File: config.mk
export PLATFORM = sky130hd
export DESIGN_NAME = ltl_monitor_cluster_agg
export DESIGN_NICKNAME = d
export VERILOG_FILES = /design/src/rtl/ltl_mon_pkg.sv /design/src/rtl/ltl_monitor_cluster_agg_fifo.sv /design/src/rtl/ltl_monitor_cluster_agg.sv
export SDC_FILE = /design/constraint.sdc
export NUM_CORES = 2
export LEC_CHECK = 0
export BUFFER_PORTS_ARGS = -buffer_cell sky130_fd_sc_hd__clkbuf_2
export CAP_MARGIN = 5
export CELL_PAD_IN_SITES_DETAIL_PLACEMENT = 0
export CELL_PAD_IN_SITES_GLOBAL_PLACEMENT = 1
export CORE_MARGIN = 5
export CORE_UTILIZATION = 25
export CTS_CLUSTER_DIAMETER = 100
export DETAILED_ROUTE_END_ITERATION = 10
export PLACE_DENSITY = 0.44
export REMOVE_ABC_BUFFERS = 1
export SYNTH_ARGS = -nofsm -noshare
export SYNTH_HDL_FRONTEND = slang
export SYNTH_SLANG_ARGS = --single-unit
File: constraint.sdc
create_clock -name clk -period 28.8 [get_ports clk]
set_input_delay 0 -clock clk [delete_from_list [all_inputs] [get_ports clk]]
set_output_delay 0 -clock clk [all_outputs]
set_load 0.02 [all_outputs]
File: src/rtl/ltl_mon_pkg.sv
// Shared types, constants and helpers for the LTL monitor cluster aggregator.
package ltl_mon_pkg;

    // Width of the lost-event counter.
    localparam int DROP_W = 16;

    // Widest supported event fields: up to 32 properties, up to 64-bit timestamps.
    localparam int EVT_ID_MAX_W = 5;
    localparam int EVT_TS_MAX_W = 64;

    // Canonical event record at the widest supported field sizes. The aggregator
    // stores a width-exact copy in its FIFO; consumers widen into this form.
    typedef struct packed {
        logic [EVT_ID_MAX_W-1:0] id;
        logic [EVT_TS_MAX_W-1:0] ts;
    } ltl_evt_t;

    // Property index width, never less than one bit.
    function automatic int id_width(input int num_props);
        return (num_props > 1) ? $clog2(num_props) : 1;
    endfunction

    // Saturating add for counters of width w (w <= 32).
    function automatic logic [31:0] sat_add(input logic [31:0] v,
                                            input logic [31:0] inc,
                                            input int          w);
        logic [32:0] sum;
        logic [31:0] max_v;
        max_v = (w >= 32) ? 32'hFFFF_FFFF : ((32'd1 << w) - 32'd1);
        sum   = {1'b0, v} + {1'b0, inc};
        return (sum > {1'b0, max_v}) ? max_v : sum[31:0];
    endfunction

endpackage

File: src/rtl/ltl_monitor_cluster_agg_fifo.sv
// Synchronous event FIFO with simultaneous push/pop; a push while full is
// accepted only when a pop frees a slot in the same cycle.
module ltl_event_fifo #(
    parameter int WIDTH = 8,
    parameter int DEPTH = 8
) (
    input  logic             clk_i,
    input  logic             reset_i,
    input  logic             push_i,
    input  logic [WIDTH-1:0] din_i,
    input  logic             pop_i,
    output logic [WIDTH-1:0] dout_o,
    output logic             full_o,
    output logic             empty_o
);
    localparam int AW = $clog2(DEPTH);

    logic [WIDTH-1:0] mem_q [DEPTH];
    logic [AW-1:0]    wr_ptr_q, rd_ptr_q;
    logic [AW:0]      count_q;
    logic             do_push, do_pop;

    assign full_o  = (count_q == (AW+1)'(DEPTH));
    assign empty_o = (count_q == '0);
    assign do_pop  = pop_i & ~empty_o;
    assign do_push = push_i & (~full_o | do_pop);

    // Pointers and occupancy; depth is a power of two so pointers wrap naturally.
    always_ff @(posedge clk_i or posedge reset_i) begin
        if (reset_i) begin
            wr_ptr_q <= '0;
            rd_ptr_q <= '0;
            count_q  <= '0;
        end else begin
            if (do_push) wr_ptr_q <= wr_ptr_q + AW'(1);
            if (do_pop)  rd_ptr_q <= rd_ptr_q + AW'(1);
            count_q <= count_q + (AW+1)'(do_push) - (AW+1)'(do_pop);
        end
    end

    // Payload storage; not reset, stale entries are masked by the empty flag.
    always_ff @(posedge clk_i) begin
        if (do_push) mem_q[wr_ptr_q] <= din_i;
    end

    // Head is forced to zero when empty so the outputs read 0 straight after reset.
    assign dout_o = empty_o ? '0 : mem_q[rd_ptr_q];

endmodule

File: src/rtl/ltl_monitor_cluster_agg.sv
// Result aggregator for a cluster of LTL runtime monitors: per-property hit,
// sticky violation and saturating hit counter, plus a timestamped event stream.
module ltl_monitor_cluster_agg
    import ltl_mon_pkg::*;
#(
    parameter int NUM_PROPS     = 10,
    parameter int REPORT_STATES = 4,
    parameter int CNT_W         = 16,
    parameter int TS_W          = 32,
    parameter int FIFO_DEPTH    = 8
) (
    input  logic                               clk,
    input  logic                               reset,
    input  logic                               run,
    input  logic [NUM_PROPS-1:0]               enable,
    input  logic [NUM_PROPS*REPORT_STATES-1:0] report,
    input  logic [NUM_PROPS-1:0]               clr,
    output logic [NUM_PROPS-1:0]               ltl_hit,
    output logic [NUM_PROPS-1:0]               ltl_sticky,
    output logic                               any_violation,
    output logic [NUM_PROPS*CNT_W-1:0]         hit_count,
    output logic                               evt_valid,
    input  logic                               evt_ready,
    output logic [id_width(NUM_PROPS)-1:0]     evt_id,
    output logic [TS_W-1:0]                    evt_ts,
    output logic [DROP_W-1:0]                  drop_count
);
    localparam int ID_W = id_width(NUM_PROPS);

    typedef struct packed {
        logic [ID_W-1:0] id;
        logic [TS_W-1:0] ts;
    } evt_t;

    logic [NUM_PROPS-1:0] hit_raw;
    logic [NUM_PROPS-1:0] hit_q;
    logic [NUM_PROPS-1:0] sticky_q, sticky_d;
    logic [NUM_PROPS-1:0] pend_q, pend_d;
    logic [CNT_W-1:0]     cnt_q [NUM_PROPS];
    logic [CNT_W-1:0]     cnt_d [NUM_PROPS];
    logic [TS_W-1:0]      pts_q [NUM_PROPS];
    logic [TS_W-1:0]      pts_d [NUM_PROPS];
    logic [TS_W-1:0]      ts_q, ts_d;
    logic [DROP_W-1:0]    drop_q, drop_d;
    logic [31:0]          lost_cnt;

    logic                 enq_found;
    logic [ID_W-1:0]      enq_idx;
    logic [TS_W-1:0]      enq_ts;
    logic                 push, pop, fifo_full, fifo_empty;
    evt_t                 push_evt, head_evt;

    // Raw hit: symbol valid, property enabled and any report state active.
    always_comb begin
        hit_raw = '0;
        for (int i = 0; i < NUM_PROPS; i++) begin
            hit_raw[i] = run & enable[i] & (|report[i*REPORT_STATES +: REPORT_STATES]);
        end
    end

    // Priority encoder: the lowest-index pending property takes the single enqueue slot.
    always_comb begin
        enq_found = 1'b0;
        enq_idx   = '0;
        enq_ts    = '0;
        for (int i = NUM_PROPS - 1; i >= 0; i--) begin
            if (pend_q[i]) begin
                enq_found = 1'b1;
                enq_idx   = ID_W'(i);
                enq_ts    = pts_q[i];
            end
        end
    end

    assign pop      = ~fifo_empty & evt_ready;
    assign push     = enq_found & (~fifo_full | pop);
    assign push_evt = '{id: enq_idx, ts: enq_ts};

    // Next state for timestamp, sticky flags, counters, pending mask and drop count.
    always_comb begin
        ts_d     = run ? ts_q + TS_W'(1) : ts_q;
        lost_cnt = '0;
        sticky_d = sticky_q;
        pend_d   = pend_q;
        for (int i = 0; i < NUM_PROPS; i++) begin
            // A hit in the same cycle as clr keeps the flag set.
            sticky_d[i] = hit_raw[i] | (sticky_q[i] & ~clr[i]);

            if (clr[i]) begin
                cnt_d[i] = hit_raw[i] ? CNT_W'(1) : '0;
            end else if (hit_raw[i]) begin
                cnt_d[i] = CNT_W'(sat_add(32'(cnt_q[i]), 32'd1, CNT_W));
            end else begin
                cnt_d[i] = cnt_q[i];
            end

            pts_d[i] = pts_q[i];
            if (push && (enq_idx == ID_W'(i))) pend_d[i] = 1'b0;
            // A slot freed by this cycle's enqueue can take the new hit; otherwise it is lost.
            if (hit_raw[i]) begin
                if (pend_d[i]) begin
                    lost_cnt = lost_cnt + 32'd1;
                end else begin
                    pend_d[i] = 1'b1;
                    pts_d[i]  = ts_q;
                end
            end
        end
        drop_d = DROP_W'(sat_add(32'(drop_q), lost_cnt, DROP_W));
    end

    // State registers; reset clears everything, including in-flight pending bits.
    always_ff @(posedge clk or posedge reset) begin
        if (reset) begin
            ts_q     <= '0;
            hit_q    <= '0;
            sticky_q <= '0;
            pend_q   <= '0;
            drop_q   <= '0;
            for (int i = 0; i < NUM_PROPS; i++) begin
                cnt_q[i] <= '0;
                pts_q[i] <= '0;
            end
        end else begin
            ts_q     <= ts_d;
            hit_q    <= hit_raw;
            sticky_q <= sticky_d;
            pend_q   <= pend_d;
            drop_q   <= drop_d;
            for (int i = 0; i < NUM_PROPS; i++) begin
                cnt_q[i] <= cnt_d[i];
                pts_q[i] <= pts_d[i];
            end
        end
    end

    ltl_event_fifo #(
        .WIDTH (ID_W + TS_W),
        .DEPTH (FIFO_DEPTH)
    ) u_fifo (
        .clk_i   (clk),
        .reset_i (reset),
        .push_i  (push),
        .din_i   (push_evt),
        .pop_i   (pop),
        .dout_o  (head_evt),
        .full_o  (fifo_full),
        .empty_o (fifo_empty)
    );

    // Flatten per-property counters onto the output bus.
    always_comb begin
        hit_count = '0;
        for (int i = 0; i < NUM_PROPS; i++) begin
            hit_count[i*CNT_W +: CNT_W] = cnt_q[i];
        end
    end

    assign ltl_hit       = hit_q;
    assign ltl_sticky    = sticky_q;
    assign any_violation = |sticky_q;
    assign drop_count    = drop_q;
    assign evt_valid     = ~fifo_empty;
    assign evt_id        = head_evt.id;
    assign evt_ts        = head_evt.ts;

endmodule

After elaboration in Yosys (flattened, before gate mapping)
Memory sizes are Yosys's and may differ from the RTL's.
Index checks and enable logic that the tools add are counted.
Widths: inputs -> output; s select.
{"block": "word_totals", "word_cells": 300, "ramBits": 288, "in_bits": 64, "regBits": 568, "n_memories": 1, "out_inout_bits": 234}
{"name": "u_fifo.mem_q", "words": 8, "word_bits": 36, "rd": 1, "rd_ports_with_merged_regs": 0, "write_ports": 1, "line": "ltl_monitor_cluster_agg_fifo.sv:18", "text": "logic [WIDTH-1:0] mem_q [DEPTH];"}
{"block": "op_classes", "n_mux": 114, "n_eq_ne": 10, "addsub": 25, "n_reduce_logical": 43, "bitwise_logic": 68, "magnitude_cmp": 11}
{"op": "$mux 32", "n": 28}
{"op": "$mux 16", "n": 31}
{"op": "$add 32x1->32 const B", "n": 10}
{"op": "$add 16x1->17 const B", "n": 10}
{"op": "$gt 17x16->1 const B", "n": 10}
{"op": "$mux 1", "n": 44}
{"op": "$mux 4", "n": 10}
{"op": "$reduce_or 4->1", "n": 10}
{"op": "$mux 36", "n": 1}
{"op": "$and 1x1->1", "n": 34}
{"op": "$add 16x32->33", "n": 1}
{"op": "$gt 33x16->1 const B", "n": 1}
{"op": "$not 1->1", "n": 22}
{"op": "$reduce_and 2->1", "n": 10}
{"op": "$reduce_bool 2->1", "n": 10}
{"op": "$eq 4x3->1 const B", "n": 4}
{"op": "$eq 4x4->1 const B", "n": 3}
{"op": "$or 1x1->1", "n": 12}
{"op": "$logic_and 1x1->1", "n": 10}
{"op": "$reduce_or 10->1", "n": 1}
{"op": "$eq 4x2->1 const B", "n": 2}
{"op": "$logic_not 4->1", "n": 2}
{"op": "$add 3x1->3 const B", "n": 2}
{"op": "$add 4x1->4", "n": 1}
{"op": "2 further kinds", "n": 2}

Depth between registers and ports, before layout
{"block": "logic_depth", "depth_word": 45, "ltp_mapped": 47, "mapped_depth_nobuf": 46}

Modules after synthesis
A second synthesis with hierarchy kept.
{"block": "unflattened", "cells_unflattened": 3401, "area_unflattened_um2": 40577.7}
{"module": "ltl_monitor_cluster_agg", "seq_area_each_um2": 13963.4, "cells_per_inst": 2921, "area_per_inst_um2": 29186.7, "n_inst": 1}
{"module": "ltl_event_fifo", "seq_area_each_um2": 8898.5, "cells_per_inst": 480, "area_per_inst_um2": 11390.9, "n_inst": 1}

Worst setup path before layout
Ideal clock, no wire load.
{"block": "synth_path", "path_kind": "register -> register", "startpoint": "register u_fifo.count_q[2]", "endpoint": "register drop_q[2], in the netlist drop_count[2]", "path_buffers": 1, "slack_ns": 20.372, "path_stages_with_launch": 48, "arrival_ns": 8.345, "required_time_ns": 28.717, "setup_time_ns": 0.083, "period_less_slack_ns": 8.428, "cell_sequence": "dfrtp_1 -> inv_1 -> ha_1 -> or3b_4 -> nor2_1 -> nand2_1 -> nor2_1 -> ha_1 -> nor3b_1 -> a41oi_2 -> inv_1 -> ha_1 -> nand2_1 -> nand2_1 -> ha_1 -> nor3_1 -> a21oi_1 -> ha_1 -> (+12 left out) -> nand2_1 -> nand2_1 -> ha_1 -> mux2_2 -> inv_1 -> fa_1 -> nor2b_1 -> o21ai_0 -> a21boi_0 -> o21ai_0 -> a21boi_0 -> o21ai_0 -> a21boi_0 -> o21a_1 -> o211ai_1 -> or2_2 -> clkbuf_1 -> o21ai_0"}
{"block": "synth_between", "elab_chain_len": 39, "elab_cells_between_ends": 59, "cone_classes": "10 x add/sub; 1 x order compare; 1 x eq/ne; 31 x mux; 5 x bitwise; 11 x reduce/logical"}
{"item": "from (decl)", "line": "ltl_monitor_cluster_agg_fifo.sv:20", "text": "logic [AW:0] count_q;"}
{"item": "from (signal assigned)", "line": "ltl_monitor_cluster_agg_fifo.sv:37", "text": "count_q <= count_q + (AW+1)'(do_push) - (AW+1)'(do_pop);"}
{"item": "$logic_not 4->1", "line": "ltl_monitor_cluster_agg_fifo.sv:24", "text": "assign empty_o = (count_q == '0);"}
{"item": "$not 1->1", "line": "ltl_monitor_cluster_agg.sv:75", "text": "assign pop = ~fifo_empty & evt_ready;"}
{"item": "$and 1x1->1", "line": "ltl_monitor_cluster_agg.sv:75"}
{"item": "$or 1x1->1 (*)", "line": "ltl_monitor_cluster_agg.sv:76", "text": "assign push = enq_found & (~fifo_full | pop);"}
{"item": "$and 1x1->1 (*)", "line": "ltl_monitor_cluster_agg.sv:76"}
{"item": "$logic_and 1x1->1", "line": "ltl_monitor_cluster_agg.sv:98", "text": "if (push && (enq_idx == ID_W'(i))) pend_d[i] = 1'b0;"}
{"item": "$mux 1", "line": "ltl_monitor_cluster_agg.sv:98"}
{"item": "$mux 1", "line": "ltl_monitor_cluster_agg.sv:101", "text": "if (pend_d[i]) begin"}
{"item": "(+24 left out)"}
{"item": "$mux 32", "line": "ltl_monitor_cluster_agg.sv:100", "text": "if (hit_raw[i]) begin"}
{"item": "$add 32x1->32", "line": "ltl_monitor_cluster_agg.sv:102", "text": "lost_cnt = lost_cnt + 32'd1;"}
{"item": "$mux 32", "line": "ltl_monitor_cluster_agg.sv:101"}
{"item": "$mux 32 (*)", "line": "ltl_monitor_cluster_agg.sv:100"}
{"item": "$add 16x32->33 (*)", "line": "ltl_mon_pkg.sv:30", "text": "sum = {1'b0, v} + {1'b0, inc};"}
{"item": "$gt 33x16->1", "line": "ltl_mon_pkg.sv:31", "text": "return (sum > {1'b0, max_v}) ? max_v : sum[31:0];"}
{"item": "$mux 16 (*)", "line": "ltl_mon_pkg.sv:31"}
{"item": "net drop_d[2]", "line": "ltl_monitor_cluster_agg.sv:44", "text": "logic [DROP_W-1:0] drop_q, drop_d;"}
{"item": "to (signal assigned)", "line": "ltl_monitor_cluster_agg.sv:129", "text": "drop_q <= drop_d;"}
{"item": "to (decl)", "line": "ltl_monitor_cluster_agg.sv:44"}
Mark *: on every way through the listed nets, which the timed path passes. The rest lies on a longest branch.
A chain may end at the register's enable or synchronous reset.

Final worst setup path
Ends and elaborated chain as after synthesis.

==> summary.md <==
| Metric | Value |
|---|---|
| Clock root cell | `clkbuf_16` |
| Clock network power share | `33.5%` |
| Global-route wire length before repair | `196 mm` |
| Static power due to leakage | `0.0199 uW` |
| Critical R2R Launch | `u_fifo.count_q[2]` |
| Synthesized-area fraction occupied by adder cells | `1.60%` |
| Total of cells resized after clock tree synthesis | `0` |
| Setup crit end kind | `register` |
| Worst relative slew slack | `16.7%` |
| Status | `complete, but fails checks` |
| Top library cells by usage in the layout, fill and taps aside | `dfrtp_1 (557), mux2_2 (323), clkbuf_2 (297)` |
| Final HPWL DP | `82.3 mm` |
| Seq pwr share | `41.7%` |
| Combinational share of power | `24.8%` |
| Vias per cell | `4.69` |
| Peak supply drop | `0.0540 mV` |
| Xor and xnor area share after synthesis | `2.41%` |
| Fraction of post-synthesis cell area in the top cell type by area | `35.0%` |
| I/O pin cnt | `298` |
| Worst setup skew after layout | `0.0453 ns` |
| Least-Margin Pin Slew | `1.24 ns` |
| Die Width | `413 um` |
| Maximum clock insertion buffer count | `3` |
| Post-layout net count | `3834` |
| Most frequent standard cell in the layout excluding fill and tap cells | `dfrtp_1` |
| Number of setup buffers added after CTS | `0` |
| Arrival time reported for the critical path endpoint | `10.24 ns` |
| R2R depth | `46` |
| Overall overflow remaining after global route | `0` |
| Sum Neg Setup Slack | `0 ns` |
| CP required | `29.44 ns` |
| Fraction of the cycle the final worst path needs | `33.3%` |
| Overall die area | `0.170 sq mm` |
| Initial antenna violation count | `6` |
| Mapped Area | `0.0406 sq mm` |
| DRC Markers | `0` |
| First-pass iteration count of the detailed router | `5` |
| Synthesized-area fraction occupied by and/or/nand/nor cells | `11.7%` |
| Max Cap Viol | `0` |
| Main combinational cell family by area after synthesis | `multiplexers` |
| Number of port buffers | `297` |
| Routability Congestion | `0.748` |
| Worst-path fanout max | `11` |
| Floorplan die height | `413 um` |
| Clock tree from TritonCTS | `done` |
| Total number of clock tree sinks | `856` |
| Post-synth top flop | `dfrtp_1` |
| Total design power | `3870 uW` |
| Number of failing setup endpoints in the final timing report | `0` |
| Share of final-layout standard cells stronger than drive strength 1 | `26.3%` |
| Count of buffering cells on the critical path with inverters included | `4` |
| Mux contribution to synthesized area | `15.6%` |
| Top achievable clock speed | `0.104 GHz` |
| Critical Path Source Type | `register` |
| H-tree depth | `3` |
| Largest delay contributor family on the critical path | `adder cells` |
| Proportion of register bits with asynchronous set or reset after synthesis | `66.4%` |
| Synthesis-to-layout area growth | `19.1%` |
| Count of mapped cells out of synthesis | `3430` |
| Post-CTS Hold Fix Bufs | `40` |
| Number of pins exceeding their max-slew limit in the final report | `0` |
| Count of nets left with antenna violations after detail routing | `0` |
| RSZ-0062 raised after global routing | `false` |
| Worst R2R Setup Slack | `19.20 ns` |
| Reg2Reg Capture Point | `drop_count[2]` |
| Clock transition at path regs | `0.06 ns` |
| Fin. Hold Viols | `12` |
| Internal Pwr Total | `2580 uW` |
| Cell area power density | `80.0 mW/mm^2` |
| Minimum clock period | `9.60 ns` |
| Pin count of the biggest net entering global routing | `105` |
| Maximum cell stage delay along the critical path | `0.43 ns` |
| Switching share of power | `33.2%` |
| Total routing resource utilization after global routing | `15.1%` |
| Slowest-stage cell, CP | `or2_2` |
| Number of synthesized register bits | `856` |
| Starting Density | `25.2%` |
| Sw power | `1280 uW` |
| Std cell rows | `147` |
| Sequential area share after synthesis | `56.3%` |
| Detailed-route wire length per cell | `21.7 um` |
| Violated checks | `hold timing` |
| Critical setup path kind | `reg -> reg` |
| Count of distinct cell types in the synthesized netlist | `91` |
| Count of flip-flops with a built-in enable after synthesis | `288` |
| Clock buffers created by TritonCTS | `101` |
| Clock insertion delay at the later pin of the skew report | `0.73 ns` |
| Std-Cell Core Area | `0.161 sq mm` |
| Largest area contributor in the netlist | `dfrtp_1` |
| Final-layout worst hold slack | `-0.0477 ns` |
| Most used cell along the critical path | `ha_1` |
| Compound-cell area share of the yosys netlist | `9.46%` |
| Total of warnings raised by yosys | `0` |
| Detailed-route via count | `27953` |
| Class of the tightest hold or removal check | `in -> async` |
| Via count of the first global-routing pass | `29071` |
| Mean post-synth cell area | `11.8 sq um` |
| DRC violation total after the first TritonRoute iteration | `1397` |
| Synth area leaders | `dfrtp_1 (35%), edfxtp_1 (21%), mux2_2 (9.0%), mux4_2 (4.0%), nor2_1 (2.7%)` |
| DRT Wirelength | `129 mm` |
stage by stage:
step	util [%]	area [sq um]	setup WS, ns	instances
CTS	30.0	48300	19.13	5961
global route	30.0	48300	18.26	5963
finish	30.0	48400	19.20	5964
global placement	27.7	44600	19.26	5736
detailed placement	27.7	44600	19.16	5736
floorplan	-	39700	12.91	3206
worst max-delay path by stage:
stage	start	endpoint	slack [ns]	cells past startpoint
finish	u_fifo.count_q[2]	drop_count[2]	19.20	46
global route	u_fifo.count_q[2]	drop_count[2]	18.26	46
floorplan	reset	drop_count[0]	12.91	1
global placement	u_fifo.count_q[2]	drop_count[2]	19.26	46
CTS	u_fifo.count_q[2]	drop_count[8]	19.13	46
detailed placement	u_fifo.count_q[2]	drop_count[2]	19.16	46
cell families (layout without fill, tap and decap cells):
group                      Yosys count  count (layout)
adders and majority gates           51              51
AOI/OAI and AO/OA                  614             614
and+or+nand+nor                   1000            1000
DFF                                856             856
buffers and inverters              306             675
xor gates and xnor gates           101             101
other                                1               6
muxes                              501             501
sequential cells by signal, summed over array words and instances, names as in the netlist:
name,count
hit_count,160
pts_q,320
u_fifo.wr_ptr_q,3
u_fifo.mem_q,288
pend_q,10
ltl_hit,10
ts_q,32
drop_count,16
u_fifo.count_q,4
ltl_sticky,10
u_fifo.rd_ptr_q,3
routing by layer:
metal / track usage, % / wire, um
met1: 21.0 / 61800
met2: 24.6 / 60300
met3: 2.02 / 4130
met4: 4.31 / 3220
met5: 0 / 0
synthesized netlist by cell type, drive strengths merged, types with 10 or more instances:
cell    count
nand3     140
and3       52
inv        77
a311oi     36
buf        59
o21a       10
nand4      33
or4        11
clkbuf    168
nor4       21
nand2     240
a21oi     149
o31ai      12
mux4       72
ha         48
edfxtp    288
nor3b      11
xnor2      73
and2       15
mux2i     106
or2        10
a31oi      22
xor2       25
o22ai      12
mux2      323
a211oi     68
a221oi     39
nor3       90
nor2b      40
o21ai     213
nor2      296
dfrtp     568
layout make-up:
type / count / area (sq um)
Timing Repair Buffer: 411 / 2440
Clock inverter: 48 / 532
Antenna cell: 2 / 5.00
Clock buffer: 137 / 2800
Inverter: 79 / 307
Multi-Input combinational cell: 2271 / 16700
Tap cell: 2160 / 2700
Fill cell: 16507 / 113000
Sequential cell: 856 / 22900
worst register-to-register path, delay by kind of cell (launching register included):
| kind | cells | cell delay [ns] |
|---|---|---|
| adders and majority gates | 11 | 3.25 |
| and+or+nand+nor | 15 | 2.52 |
| buffers and inverters | 4 | 0.38 |
| muxes | 1 | 0.15 |
| DFF | 1 | 0.36 |
| AOI/OAI and AO/OA | 15 | 2.84 |
power by group through the flow:
stage	Combinational, uW	Clock (uW)	Sequential (uW)
6_report	958	1300	1610
5_1_grt	1050	1400	1630
4_1_cts	992	1350	1620
3_5_place_dp	986	0	1640
3_3_place_gp	987	0	1640
2_1_floorplan	567	0	1650
Note: power is estimated with default switching activity, not from simulation.
